$ cat config.mk
export PLATFORM = sky130hd
export DESIGN_NAME = msgpass_rqst_addr_gen_flat
export DESIGN_NICKNAME = d
export VERILOG_FILES = /design/src/rtl/msgpass_rqst_addr_gen_if.sv /design/src/rtl/msgpass_rqst_addr_gen.sv /design/src/flat_wrapper.sv
export SDC_FILE = /design/constraint.sdc
export NUM_CORES = 1
export LEC_CHECK = 0
export CAP_MARGIN = 10
export CORE_UTILIZATION = 51
export DETAILED_ROUTE_END_ITERATION = 8
export GPL_TIMING_DRIVEN = 0
export PLACE_DENSITY_LB_ADDON = 0.1
export SLEW_MARGIN = 20
export SYNTH_ARGS = -nofsm -noshare
export SYNTH_HDL_FRONTEND = slang
export SYNTH_SLANG_ARGS = --single-unit
$ cat constraint.sdc
create_clock -name sys_clk -period 2.25 [get_ports sys_clk]
set_input_delay 0.5625 -clock sys_clk [delete_from_list [all_inputs] [get_ports sys_clk]]
set_output_delay 0.5625 -clock sys_clk [all_outputs]
set_load 0.005 [all_outputs]
$ cat src/rtl/msgpass_rqst_addr_gen_if.sv
// Command/status bundle between the message-pass read controller and the
// request-address sequencer; the sequencer takes the slave side.
interface msgpass_rqst_addr_gen_if #(
  parameter int ADDR_WIDTH = 8,
  parameter int DRC_NUM    = 2,
  parameter int STAT_WIDTH = 16
);
  logic                  buffer_read_begin_i;
  logic                  buffer_read_end_i;
  logic [ADDR_WIDTH-1:0] base_addr_i;
  logic [ADDR_WIDTH-1:0] last_addr_i;
  logic [DRC_NUM-1:0]    is_drc_i;
  logic [ADDR_WIDTH-1:0] addr_o;
  logic                  rd_valid_o;
  logic                  stall_o;
  logic                  busy_o;
  logic                  done_o;
  logic [STAT_WIDTH-1:0] stall_total_o;

  modport master (
    output buffer_read_begin_i, buffer_read_end_i, base_addr_i, last_addr_i, is_drc_i,
    input  addr_o, rd_valid_o, stall_o, busy_o, done_o, stall_total_o
  );

  modport slave (
    input  buffer_read_begin_i, buffer_read_end_i, base_addr_i, last_addr_i, is_drc_i,
    output addr_o, rd_valid_o, stall_o, busy_o, done_o, stall_total_o
  );
endinterface

$ cat src/rtl/msgpass_rqst_addr_gen.sv
// Message-pass buffer read-address sequencer: walks base..last (with wrap) and
// holds the address for extra cycles while the downstream wrapper reports conflicts.
module msgpass_rqst_addr_gen #(
  parameter int ADDR_WIDTH   = 8,
  parameter int DRC_NUM      = 2,
  parameter int STALL_CYCLES = 1,
  parameter int STAT_WIDTH   = 16
) (
  input  logic                   sys_clk,
  input  logic                   rstn,
  msgpass_rqst_addr_gen_if.slave bus
);

  localparam int MAX_STALL = DRC_NUM * STALL_CYCLES;
  localparam int CNT_W     = (MAX_STALL > 1) ? $clog2(MAX_STALL) : 1;

  typedef enum logic [1:0] {S_IDLE, S_READ, S_STALL, S_HOLD} state_e;

  state_e                r_state;
  logic [ADDR_WIDTH-1:0] r_addr;
  logic [ADDR_WIDTH-1:0] r_last;
  logic [CNT_W-1:0]      r_stall_cnt;
  logic [STAT_WIDTH-1:0] r_stall_total;
  logic                  r_rd_valid;
  logic                  r_stall;
  logic                  r_busy;
  logic                  r_done;

  state_e                w_nxt_state;
  logic [ADDR_WIDTH-1:0] w_nxt_addr;
  logic [ADDR_WIDTH-1:0] w_nxt_last;
  logic [CNT_W-1:0]      w_nxt_cnt;
  logic [STAT_WIDTH-1:0] w_nxt_total;
  logic                  w_done;
  logic [CNT_W-1:0]      w_stall_load;

  function automatic int popcount(input logic [DRC_NUM-1:0] v);
    int n;
    n = 0;
    for (int i = 0; i < DRC_NUM; i++) n += int'(v[i]);
    return n;
  endfunction

  // Stall counter holds N-1 so the STALL state lasts exactly N cycles.
  assign w_stall_load = CNT_W'(popcount(bus.is_drc_i) * STALL_CYCLES - 1);

  // NOTE: every variable gets a default before the case so no path leaves it
  // unassigned; otherwise synthesis infers a latch.
  always_comb begin
    w_nxt_state = r_state;
    w_nxt_addr  = r_addr;
    w_nxt_last  = r_last;
    w_nxt_cnt   = r_stall_cnt;
    w_nxt_total = r_stall_total;
    w_done      = 1'b0;
    case (r_state)
      S_IDLE: begin
        if (bus.buffer_read_begin_i) begin
          w_nxt_state = S_READ;
          w_nxt_addr  = bus.base_addr_i;
          w_nxt_last  = bus.last_addr_i;
          w_nxt_total = '0;
        end
      end
      S_READ: begin
        if (bus.buffer_read_end_i) begin
          w_nxt_state = S_IDLE;
          w_done      = 1'b1;
        end else if (bus.is_drc_i != '0) begin
          w_nxt_state = S_STALL;
          w_nxt_cnt   = w_stall_load;
        end else if (r_addr == r_last) begin
          w_nxt_state = S_HOLD;
        end else begin
          w_nxt_addr = r_addr + 1'b1;
        end
      end
      S_STALL: begin
        if (bus.buffer_read_end_i) begin
          w_nxt_state = S_IDLE;
          w_done      = 1'b1;
        end else begin
          w_nxt_total = (r_stall_total == '1) ? r_stall_total : r_stall_total + 1'b1;
          if (r_stall_cnt != '0) begin
            w_nxt_cnt = r_stall_cnt - 1'b1;
          end else if (r_addr == r_last) begin
            w_nxt_state = S_HOLD;
          end else begin
            w_nxt_state = S_READ;
            w_nxt_addr  = r_addr + 1'b1;
          end
        end
      end
      S_HOLD: begin
        if (bus.buffer_read_end_i) begin
          w_nxt_state = S_IDLE;
          w_done      = 1'b1;
        end
      end
      default: w_nxt_state = S_IDLE;
    endcase
  end

  // NOTE: sequential state uses non-blocking assignments so all registers
  // update together from values sampled at the same edge.
  always_ff @(posedge sys_clk or negedge rstn) begin
    if (!rstn) begin
      r_state       <= S_IDLE;
      r_addr        <= '0;
      r_last        <= '0;
      r_stall_cnt   <= '0;
      r_stall_total <= '0;
      r_rd_valid    <= 1'b0;
      r_stall       <= 1'b0;
      r_busy        <= 1'b0;
      r_done        <= 1'b0;
    end else begin
      r_state       <= w_nxt_state;
      r_addr        <= w_nxt_addr;
      r_last        <= w_nxt_last;
      r_stall_cnt   <= w_nxt_cnt;
      r_stall_total <= w_nxt_total;
      r_rd_valid    <= (w_nxt_state == S_READ) || (w_nxt_state == S_STALL);
      r_stall       <= (w_nxt_state == S_STALL);
      r_busy        <= (w_nxt_state != S_IDLE);
      r_done        <= w_done;
    end
  end

  assign bus.addr_o        = r_addr;
  assign bus.rd_valid_o    = r_rd_valid;
  assign bus.stall_o       = r_stall;
  assign bus.busy_o        = r_busy;
  assign bus.done_o        = r_done;
  assign bus.stall_total_o = r_stall_total;

endmodule

$ cat src/flat_wrapper.sv
// flat-port wrapper written by rule: the top's interface ports become plain ports
module msgpass_rqst_addr_gen_flat 
#(
  parameter int ADDR_WIDTH   = 8,
  parameter int DRC_NUM      = 2,
  parameter int STALL_CYCLES = 1,
  parameter int STAT_WIDTH   = 16
)
  (sys_clk, rstn, bus_buffer_read_begin_i, bus_buffer_read_end_i, bus_base_addr_i, bus_last_addr_i, bus_is_drc_i, bus_addr_o, bus_rd_valid_o, bus_stall_o, bus_busy_o, bus_done_o, bus_stall_total_o);
  msgpass_rqst_addr_gen_if #(.ADDR_WIDTH(ADDR_WIDTH), .DRC_NUM(DRC_NUM), .STAT_WIDTH(STAT_WIDTH)) bus_i ();
  input  logic sys_clk;
  input  logic rstn;
  input wire logic [$bits(bus_i.buffer_read_begin_i)-1:0] bus_buffer_read_begin_i;
  input wire logic [$bits(bus_i.buffer_read_end_i)-1:0] bus_buffer_read_end_i;
  input wire logic [$bits(bus_i.base_addr_i)-1:0] bus_base_addr_i;
  input wire logic [$bits(bus_i.last_addr_i)-1:0] bus_last_addr_i;
  input wire logic [$bits(bus_i.is_drc_i)-1:0] bus_is_drc_i;
  output wire logic [$bits(bus_i.addr_o)-1:0] bus_addr_o;
  output wire logic [$bits(bus_i.rd_valid_o)-1:0] bus_rd_valid_o;
  output wire logic [$bits(bus_i.stall_o)-1:0] bus_stall_o;
  output wire logic [$bits(bus_i.busy_o)-1:0] bus_busy_o;
  output wire logic [$bits(bus_i.done_o)-1:0] bus_done_o;
  output wire logic [$bits(bus_i.stall_total_o)-1:0] bus_stall_total_o;
  assign bus_i.buffer_read_begin_i = bus_buffer_read_begin_i;
  assign bus_i.buffer_read_end_i = bus_buffer_read_end_i;
  assign bus_i.base_addr_i = bus_base_addr_i;
  assign bus_i.last_addr_i = bus_last_addr_i;
  assign bus_i.is_drc_i = bus_is_drc_i;
  assign bus_addr_o = bus_i.addr_o;
  assign bus_rd_valid_o = bus_i.rd_valid_o;
  assign bus_stall_o = bus_i.stall_o;
  assign bus_busy_o = bus_i.busy_o;
  assign bus_done_o = bus_i.done_o;
  assign bus_stall_total_o = bus_i.stall_total_o;
  msgpass_rqst_addr_gen #(.ADDR_WIDTH(ADDR_WIDTH), .DRC_NUM(DRC_NUM), .STALL_CYCLES(STALL_CYCLES), .STAT_WIDTH(STAT_WIDTH)) u_core (.sys_clk(sys_clk), .rstn(rstn), .bus(bus_i));
endmodule
# Word-level counts from Yosys, hierarchy flattened
# Index checks and enable logic that the tools add are counted.
# Widths: inputs -> output; s select.
[word_totals]
regBits = 39
latchBits = 0
ramBits = 0
romBits = 0
inputBits = 22
out_inout_bits = 28
elab_cells = 67
mem_count = 0
[op_classes]
addsub = 5
multipliers = 0
div = 0
n_lt_le_gt_ge = 0
n_eq_ne = 14
shifts = 0
mux = 27
bitwise = 0
reduce_logical = 12
[ops]
columns = ["operator", "n"]
rows = [
  ["$mux 16", 3],
  ["$mux 8", 6],
  ["$pmux 16 s2", 1],
  ["$pmux 8 s3", 1],
  ["$add 16x1->16 const B", 1],
  ["$eq 16x16->1 const B", 1],
  ["$mux 2", 8],
  ["$ne 2x2->1 const B", 6],
  ["$add 8x1->8 const B", 1],
  ["$eq 8x8->1", 1],
  ["$pmux 2 s4", 1],
  ["$reduce_and 4->1", 2],
  ["$reduce_bool 2->1", 4],
  ["$eq 2x2->1 const B", 3],
  ["$mux 1", 6],
  ["$reduce_and 6->1", 1],
  ["$eq 2x1->1 const B", 2],
  ["$reduce_bool 3->1", 1],
  ["$reduce_or 3->1", 1],
  ["$logic_not 2->1", 1],
  ["$ne 2x1->1 const B", 1],
  ["$pmux 1 s2", 1],
  ["$reduce_and 2->1", 1],
  ["$sub 1x1->1 const B", 2],
  ["2 further kinds", 2],
]

# Longest topological paths before layout
# Gate-level depths: netlist (run 1).
[depth]
ltp_word = 7
ltp_mapped = 10
depth_no_buf = 8

# Worst setup path before layout (run 1)
# Ideal clock, no wire load.
[synth_timing]
kind = "reg2reg"
from = "reg u_core.r_state[0]"
to = "reg u_core.r_stall_total[5], in the netlist u_core.bus.stall_total_o[5]"
arrival_ns = 1.821
path_slack_ns = 0.301
path_stages_with_launch = 9
cell_sequence = "dfrtp_1 inv_1 ha_1 buf_4 nand4_1 nor4_2 nor2_2 nand3_1 mux2_1"
[synth_between]
elab_chain_len = 3
elab_cells_between_ends = 8
[synth_lines]
columns = ["item", "line", "rtl"]
rows = [
  ["from (decl)", "msgpass_rqst_addr_gen.sv:19", "state_e r_state;"],
  ["from (signal assigned)", "msgpass_rqst_addr_gen.sv:118", "r_state <= w_nxt_state;"],
  ["$eq 2x2->1 or $logic_not 2->1 (tied branches)", "msgpass_rqst_addr_gen.sv:56", "case (r_state)"],
  ["$ne 2x2->1 (no source line) or $reduce_bool 2->1 (tied branches)", "n/a", ""],
  ["$reduce_and 4->1 (no source line)", "n/a", ""],
  ["to (signal assigned)", "msgpass_rqst_addr_gen.sv:122", "r_stall_total <= w_nxt_total;"],
  ["to (decl)", "msgpass_rqst_addr_gen.sv:23", "logic [STAT_WIDTH-1:0] r_stall_total;"],
]
# Several ways; a longest one is shown, not always the timed one.
# A chain may end at the register's enable or synchronous reset.

# Final worst setup path (run 1)
[layout_timing]
from = "in bus_is_drc_i[0]"
to = "reg u_core.r_addr[6], in the netlist u_core.bus.addr_o[6]"
[layout_between]
elab_chain_len = 3
[layout_lines]
columns = ["item", "line", "rtl"]
rows = [
  ["from (decl)", "flat_wrapper.sv:17", "input wire logic [$bits(bus_i.is_drc_i)-1:0] bus_is_drc_i;"],
  ["$reduce_bool 2->1", "msgpass_rqst_addr_gen.sv:69", "end else if (bus.is_drc_i != '0) begin"],
  ["$ne 2x2->1 (no source line)", "n/a", ""],
  ["$reduce_and 6->1 (no source line)", "n/a", ""],
  ["to (signal assigned)", "msgpass_rqst_addr_gen.sv:119", "r_addr <= w_nxt_addr;"],
  ["to (decl)", "msgpass_rqst_addr_gen.sv:20", "logic [ADDR_WIDTH-1:0] r_addr;"],
]
# No other way between the ends.

==> results of run 1 <==
==> per-stage QoR <==
stage / setup TNS (ns) / hold WS, ns / setup WS (ns)
4_1_cts: 0 / 0.1660 / 0.01038
2_1_floorplan: 0 / 0.2669 / 0.3015
6_report: 0 / 0.1613 / 0.1020
3_5_place_dp: -2.786 / 0.4891 / -0.2073
3_3_place_gp: -17.17 / 0.5093 / -0.3831
5_1_grt: -0.07587 / 0.1811 / -0.04331
==> kinds of logic (layout without fill, tap and decap cells) <==
logic type                 count (synthesis)  after routing
buffers and inverters                     19             79
AOI/OAI and AO/OA                         52             52
and+or+nand+nor                           88             88
xor gates and xnor gates                  18             18
DFF                                       39             39
muxes                                     13             13
adders and majority gates                  8              8
==> cell type report <==
cell class | count | area (um^2)
clock inverter | 2 | 35.03
multi-input combinational | 179 | 1290
timing repair buffer | 53 | 528.0
inverter | 14 | 52.55
sequential | 39 | 977.2
fill | 356 | 1303
buffer | 4 | 21.27
tap | 52 | 65.06
clock buffer | 6 | 82.58
==> worst max-delay path: cells and delay by family <==
| kind | cells | cell delay (ns) |
|---|---|---|
| fa+ha+maj | 1 | 0.22 |
| buf+inv | 3 | 0.64 |
| compound gates | 2 | 0.49 |
| simple gates | 2 | 0.42 |
==> worst paths after layout <==
path,start,endpoint,slack (ns),cells past startpoint
min reg2reg,u_core.r_last[5]$_DFFE_PN0P_,u_core.r_last[5]$_DFFE_PN0P_,0.54,1
min,rstn,u_core.bus.stall_total_o[1]$_DFFE_PN0P_,0.16,1
max in group asynchronous,rstn,u_core.r_last[1]$_DFFE_PN0P_,1.64,2
min in group sys_clk,u_core.r_last[5]$_DFFE_PN0P_,u_core.r_last[5]$_DFFE_PN0P_,0.54,1
max reg2reg,u_core.r_state[0]$_DFF_PN0_,u_core.bus.stall_total_o[5]$_DFFE_PN0P_,0.14,8
max,bus_is_drc_i[0],u_core.bus.addr_o[6]$_DFFE_PN0P_,0.10,8
==> sequential cells by signal, summed over array words and instances, names as in the netlist <==
register                  count
u_core.r_stall_cnt            1
u_core.bus.stall_total_o     16
u_core.bus.done_o             1
u_core.r_last                 8
u_core.bus.busy_o             1
u_core.bus.rd_valid_o         1
u_core.bus.addr_o             8
u_core.bus.stall_o            1
u_core.r_state                2
==> Yosys cell counts (2+ instances only) <==
cell | n | share of area (%)
sky130_fd_sc_hd__inv_1 | 14 | 2.3
sky130_fd_sc_hd__o21bai_1 | 2 | 0.65
sky130_fd_sc_hd__o21ai_0 | 5 | 1.1
sky130_fd_sc_hd__buf_2 | 2 | 0.43
sky130_fd_sc_hd__nand2b_1 | 3 | 0.81
sky130_fd_sc_hd__ha_1 | 8 | 4.3
sky130_fd_sc_hd__o22ai_1 | 9 | 2.4
sky130_fd_sc_hd__mux2_2 | 8 | 3.9
sky130_fd_sc_hd__a21oi_1 | 13 | 2.8
sky130_fd_sc_hd__nor2_2 | 2 | 0.54
sky130_fd_sc_hd__and2_1 | 2 | 0.54
sky130_fd_sc_hd__a21o_1 | 5 | 1.6
sky130_fd_sc_hd__nor4_4 | 2 | 1.8
sky130_fd_sc_hd__mux2_1 | 3 | 1.5
sky130_fd_sc_hd__nor4_2 | 2 | 1.1
sky130_fd_sc_hd__mux2i_1 | 2 | 0.86
sky130_fd_sc_hd__dfrtp_1 | 39 | 42
sky130_fd_sc_hd__nand2_1 | 11 | 1.8
sky130_fd_sc_hd__and4b_1 | 2 | 0.86
sky130_fd_sc_hd__nor3_1 | 9 | 1.9
sky130_fd_sc_hd__clkbuf_1 | 2 | 0.32
sky130_fd_sc_hd__nor2_1 | 21 | 3.4
sky130_fd_sc_hd__or3_1 | 2 | 0.54
sky130_fd_sc_hd__nand3_1 | 6 | 1.3
sky130_fd_sc_hd__nand4_1 | 7 | 1.9
sky130_fd_sc_hd__nand3b_1 | 2 | 0.65
sky130_fd_sc_hd__nor2b_1 | 6 | 1.6
sky130_fd_sc_hd__nor3b_1 | 4 | 1.3
sky130_fd_sc_hd__a211oi_1 | 2 | 0.65
sky130_fd_sc_hd__xor2_1 | 9 | 3.4
sky130_fd_sc_hd__xnor2_1 | 9 | 3.4
sky130_fd_sc_hd__o31ai_1 | 3 | 0.97
==> power breakdown <==
| group | switching, W | internal (W) | total (W) |
|---|---|---|---|
| Clock | 0.000254 | 0.000359 | 0.000613 |
| Combinational | 0.000894 | 0.000815 | 0.00171 |
| Sequential | 0.000234 | 0.000909 | 0.00114 |
==> metal layers <==
layer,wire length (um),global-route usage (%),vias to the layer above
met4,78,8.617,0
met1,2218,26.81,959
met2,2494,36.25,61
met3,258,5.814,8
li1,-,-,970
met5,0,0,-
==> repair_timing <==
action,in CTS,in global routing
endpoints found under the setup margin,10,8
pin swaps,0,2
resized for setup,1,4
buffers inserted,0,3
==> flow_summary.yaml, run 1 <==
clock_network:
  path_clk_slew_ns: 0.08
  cts_hold_buf: 0
  clock_sink_count: 39
  tritoncts_clock_tree: "done"
  ctsHtreeMaxLevel: 2
  cts.root.buffer_cell: "sky130_fd_sc_hd__clkbuf_8"
  clk-insertion-delay-late_ns: 0.30
  ctsLongestPathBuffers: 2
  tritoncts.num_buffers: 5
timing:
  final_period_minus_worst_setup_slack_ns: 2.148
  period_share_pct: 95.47
  finClkSkew_ns: 0.006939
  report.final.hold_viol_count: 0
  final_max_slew_viol_count: 0
  setup_repair_after_global_routing_missed_its_margin: "yes"
  upper_clock_frequency_limit_mhz: 465.6
  relSlewSlack_pct: 68.81
  timing.final.setup_violations: 0
  timing_worst_slew_pin_value_ns: 0.4669
synthesis:
  synth_top_flop_cell: "sky130_fd_sc_hd__dfrtp_1"
  async_reset_ff_share_pct: 100.0
  xor_xnor_share_of_the_synthesized_area_pct: 6.781
  basic_gate_share_of_the_synthesized_area_counting_and_or_nand_and_nor_cells_pct: 22.34
  synth-seq-area-share_pct: 41.98
  yosys.cell_types.count: 53
  syn_nets: 267
  synthAdderAreaFrac_pct: 4.306
  syn_area_mm2: 0.002325
  largest_family_of_logic_cells_by_synthesized_area: "simple AND/OR/NAND/NOR gates"
  post_synth_inst_count: 237
  number_of_enable_flip_flop_cells_after_synthesis: 0
  synth-compound-area-share_pct: 15.07
  ys_ff_latch: 39
  syn-mean-instance-area_um2: 9.809
  synth.mux.area_fraction_pct: 6.189
  warnings_from_yosys: 0
detailed_routing:
  detailedRoute.firstPassIterationCount: 4
  postRouteWirelength_um: 5049
  routed-via-count: 1998
  drt_drc_violations_left: 0
  detail_route.vias_per_cell: 5.725
  drtIter0Drc: 76
  routed_wire_length_per_instance_um: 14.47
  detail-route-antenna-nets: 0
grt:
  global_route_wire_length_before_repair_um: 8293
  grt_max_degree: 27
  first_global_vias: 1821
  antenna_found_initial: 0
  overflow: 0
  all_layer_global_routing_usage_pct: 21.76
placement:
  placedInstanceArea_mm2: 0.002895
  dpl.hpwl_um: 3600
  gp_routability_congestion: 0.9273
  dp_cells: 339
  port_buffers: 49
pwr:
  post-layout-total-power_w: 0.003465
  p_leak_nw: 1.286
  power.ir.vdd_worst_uv: 766.9
  power.density_mw_per_mm2: 1136
floorplanning:
  start_util_pct: 53.39
  io-pin-count: 50
  core.rowCount: 24
  die_h_um: 69.52
  fp.coreArea_mm2: 0.004354
  fp.dieW_um: 69.52
  floorplan.die_area_mm2: 0.004832
layout:
  post_layout_nonfiller_instances: 349
  fin_area_mm2: 0.003052
  antenna-diode-count: 0
  drive_above_1_share_pct: 13.80
  layout.cells.most_common: "sky130_fd_sc_hd__clkdlybuf4s50_1"
  finish.net_count: 326
  share_of_the_core_filled_with_cells_in_the_final_layout_pct: 70.09
  final_cell_mix: "sky130_fd_sc_hd__clkdlybuf4s50_1 (48), sky130_fd_sc_hd__dfrtp_1 (38), sky130_fd_sc_hd__nor2_1 (21)"
  area_growth_from_synthesis_to_layout_pct: 31.27
setup_path:
  end_kind: "register"
  worst_path_max_delay_cell: "sky130_fd_sc_hd__clkdlybuf4s50_1"
  cp_data_required_time_ns: 2.44
  worst_ep_arrival_time_ns: 2.34
  worstPathCellList: "clkdlybuf4s50_1 -> inv_1 -> ha_1 -> nor2b_2 -> o22a_2 -> or3_1 -> buf_2 -> o221a_1"
  criticalPathCategory: "input port to register"
  worst_setup_path_start_kind: "input port"
  cp_slowest_stage_delay_ns: 0.40
  critical_path.max_fanout: 7
outcome:
  run_status: "complete, no violations"
flow_run:
  max_cap_check_violation_count: 0
hold_path:
  min_path_type: "input port to asynchronous set/reset pin"
No activity file was read; power rests on OpenSTA's default activity.
==> run 2, diff against run 1 <==
CORE_UTILIZATION = 48   (was 51)
HOLD_SLACK_MARGIN = 0.06   (was default)
==> run 2 against run 1 <==
  * Maximum frequency grew 0.40%
  * Global-route usage up 0.40 points
  * Sequential power hardly changed
  * Clock-buffer cell count is the same
  * Die area grew 6.1%
  * Final cell count rose by 0.57%
  * Critical path depth down 1
  * Via count is 1.1% higher
==> flow_summary.yaml, run 2 (same netlist as run 1, synthesis figures left out) <==
detailed_routing:
  detailedRoute.firstPassIterationCount: 4
  drtIter0Drc: 109
  detail-route-antenna-nets: 0
  routed_wire_length_per_instance_um: 14.70
  detail_route.vias_per_cell: 5.755
  drt_drc_violations_left: 0
  postRouteWirelength_um: 5161
  routed-via-count: 2020
pwr:
  power.share.switching_pct: 39.88
  p_seq_share_pct: 33.0
  netSwitchingPower_w: 0.001388
  post-layout-total-power_w: 0.003479
  power.ir.vdd_worst_uv: 689.9
  power_frac_comb_pct: 49.4
  power.density_mw_per_mm2: 1119
  p_leak_nw: 1.312
  cell_internal_pwr_w: 0.002092
  pwr-share-clk_pct: 17.6
timing:
  report.final.hold_viol_count: 0
  finClkSkew_ns: 0.007956
  relSlewSlack_pct: 70.04
  final_max_slew_viol_count: 0
  timing_worst_slew_pin_value_ns: 0.4460
  layout_setup_ws_ns: 0.1105
  final_period_minus_worst_setup_slack_ns: 2.139
  setup_repair_after_global_routing_missed_its_margin: "yes"
  upper_clock_frequency_limit_mhz: 467.4
  timing.final.setup_violations: 0
  setup-tns-final_ns: 0
  period_share_pct: 95.09
placement:
  gp_routability_congestion: 0.8244
  dpl.hpwl_um: 3695
  port_buffers: 49
  post-place-ws_ns: -0.2114
setup_path:
  cp_data_required_time_ns: 2.44
  cp_slowest_stage_delay_ns: 0.43
  critical_path_cell_count: 7
  critical_path.max_fanout: 7
  cp_top_family: "simple AND/OR/NAND/NOR gates"
  worst_setup_path_start_kind: "register"
  criticalPathCategory: "register to register"
  reg2reg_depth: 7
  worstPathCellList: "inv_1 -> ha_1 -> nor2b_2 -> o22a_2 -> or3_1 -> buf_2 -> o221a_1"
  end_kind: "register"
  worst_path_max_delay_cell: "sky130_fd_sc_hd__dfrtp_1"
  worstPathBufferInverterCount: 2
  worst_ep_arrival_time_ns: 2.33
grt:
  grt_busiest_layer: "met2"
  global_route_wire_length_before_repair_um: 8832
  grt_util_met3_pct: 4.782
  first_global_vias: 1909
  antenna_found_initial: 0
  globalRouteMet1Util_pct: 28.66
  grt_max_degree: 26
  overflow: 0
  all_layer_global_routing_usage_pct: 22.16
  grt.met2_usage_pct: 36.72
clock_network:
  tritoncts.num_buffers: 5
  ctsHtreeMaxLevel: 2
  path_clk_slew_ns: 0.08
  cts_hold_buf: 0
  tritoncts_clock_tree: "done"
  ctsLongestPathBuffers: 2
  clk-insertion-delay-late_ns: 0.30
  clock_sink_count: 39
  cts.root.buffer_cell: "sky130_fd_sc_hd__clkbuf_8"
flow_run:
  max_cap_check_violation_count: 0
floorplanning:
  fp.dieW_um: 71.60
  start_util_pct: 51.61
  io-pin-count: 50
  die_h_um: 71.60
  fp.coreArea_mm2: 0.004504
  floorplan.die_area_mm2: 0.005126
  core.rowCount: 24
layout:
  largest_register_ff_count: 16
  share_of_the_core_filled_with_cells_in_the_final_layout_pct: 69.06
  finish.net_count: 328
  area_growth_from_synthesis_to_layout_pct: 33.80
  antenna-diode-count: 0
  n_fill_cell: 383
  final_cell_mix: "sky130_fd_sc_hd__clkdlybuf4s50_1 (48), sky130_fd_sc_hd__dfrtp_1 (39), sky130_fd_sc_hd__nor2_1 (21)"
  layout.cells.most_common: "sky130_fd_sc_hd__clkdlybuf4s50_1"
  drive_above_1_share_pct: 15.72
outcome:
  run_status: "complete, no violations"
hold_path:
  min_path_type: "input port to asynchronous set/reset pin"
[run 2: path summary, 6_finish.rpt]
kind                                              start                                       end  slack [ns]
setup / recovery            u_core.r_state[1]$_DFF_PN0_          u_core.bus.addr_o[6]$_DFFE_PN0P_        0.11
hold / removal                                     rstn   u_core.bus.stall_total_o[1]$_DFFE_PN0P_        0.18
setup reg to reg            u_core.r_state[1]$_DFF_PN0_          u_core.bus.addr_o[6]$_DFFE_PN0P_        0.11
hold reg to reg            u_core.r_last[5]$_DFFE_PN0P_              u_core.r_last[5]$_DFFE_PN0P_        0.53
max in group asynchronous                          rstn  u_core.bus.stall_total_o[15]$_DFFE_PN0P_        1.62
min in group sys_clk       u_core.r_last[5]$_DFFE_PN0P_              u_core.r_last[5]$_DFFE_PN0P_        0.53
[run 2: power by group through the flow]
stage | Sequential (W) | Clock (W) | Combinational, W
2_1_floorplan | 0.00111 | 0 | 0.00116
3_3_place_gp | 0.00115 | 0 | 0.00161
3_5_place_dp | 0.00115 | 0 | 0.00164
4_1_cts | 0.00114 | 0.000632 | 0.00167
5_1_grt | 0.00118 | 0.000652 | 0.00190
6_report | 0.00115 | 0.000611 | 0.00172
[run 2: layout make-up]
type	instances	area (um^2)	share of cell area, %
Buffer	4	21.27	0.6838
Clock buffer	6	82.58	2.655
Clock inverter	2	35.03	1.126
Inverter	14	52.55	1.689
Multi-Input combinational cell	179	1335	42.92
Sequential cell	39	975.9	31.38
Tap cell	52	65.06	2.092
Timing Repair Buffer	55	543.0	17.46
[run 2: repair_timing]
| item | CTS | global route |
|---|---|---|
| setup endpoints to repair | 10 | 14 |
| endpoints found under the hold margin | 0 | 0 |
| setup buffers | 0 | 5 |
| cloned | 0 | 0 |
| pin swaps | 0 | 2 |
| resized for setup | 1 | 11 |
[run 2: worst reg2reg max path: stages, from the launching register on]
cell,delay [ns]
sky130_fd_sc_hd__dfrtp_1,0.43
sky130_fd_sc_hd__inv_1,0.12
sky130_fd_sc_hd__ha_1,0.28
sky130_fd_sc_hd__nor2b_2,0.20
sky130_fd_sc_hd__o22a_2,0.23
sky130_fd_sc_hd__or3_1,0.36
sky130_fd_sc_hd__buf_2,0.19
sky130_fd_sc_hd__o221a_1,0.23
[run 2: metrics by stage]
stage               cell area (um^2)  hold WS [ns]  instances
CTS                             3018        0.1829        347
global placement                2880        0.5090        338
finish                          3110        0.1791        351
floorplan                       2325        0.2669        237
global route                    3110        0.1941        351
detailed placement              2895        0.5099        339
[run 2: metal layers]
layer	up-vias	wire (um)
met5	-	0
met4	0	71
met3	10	241
met2	61	2512
met1	968	2335
li1	981	-
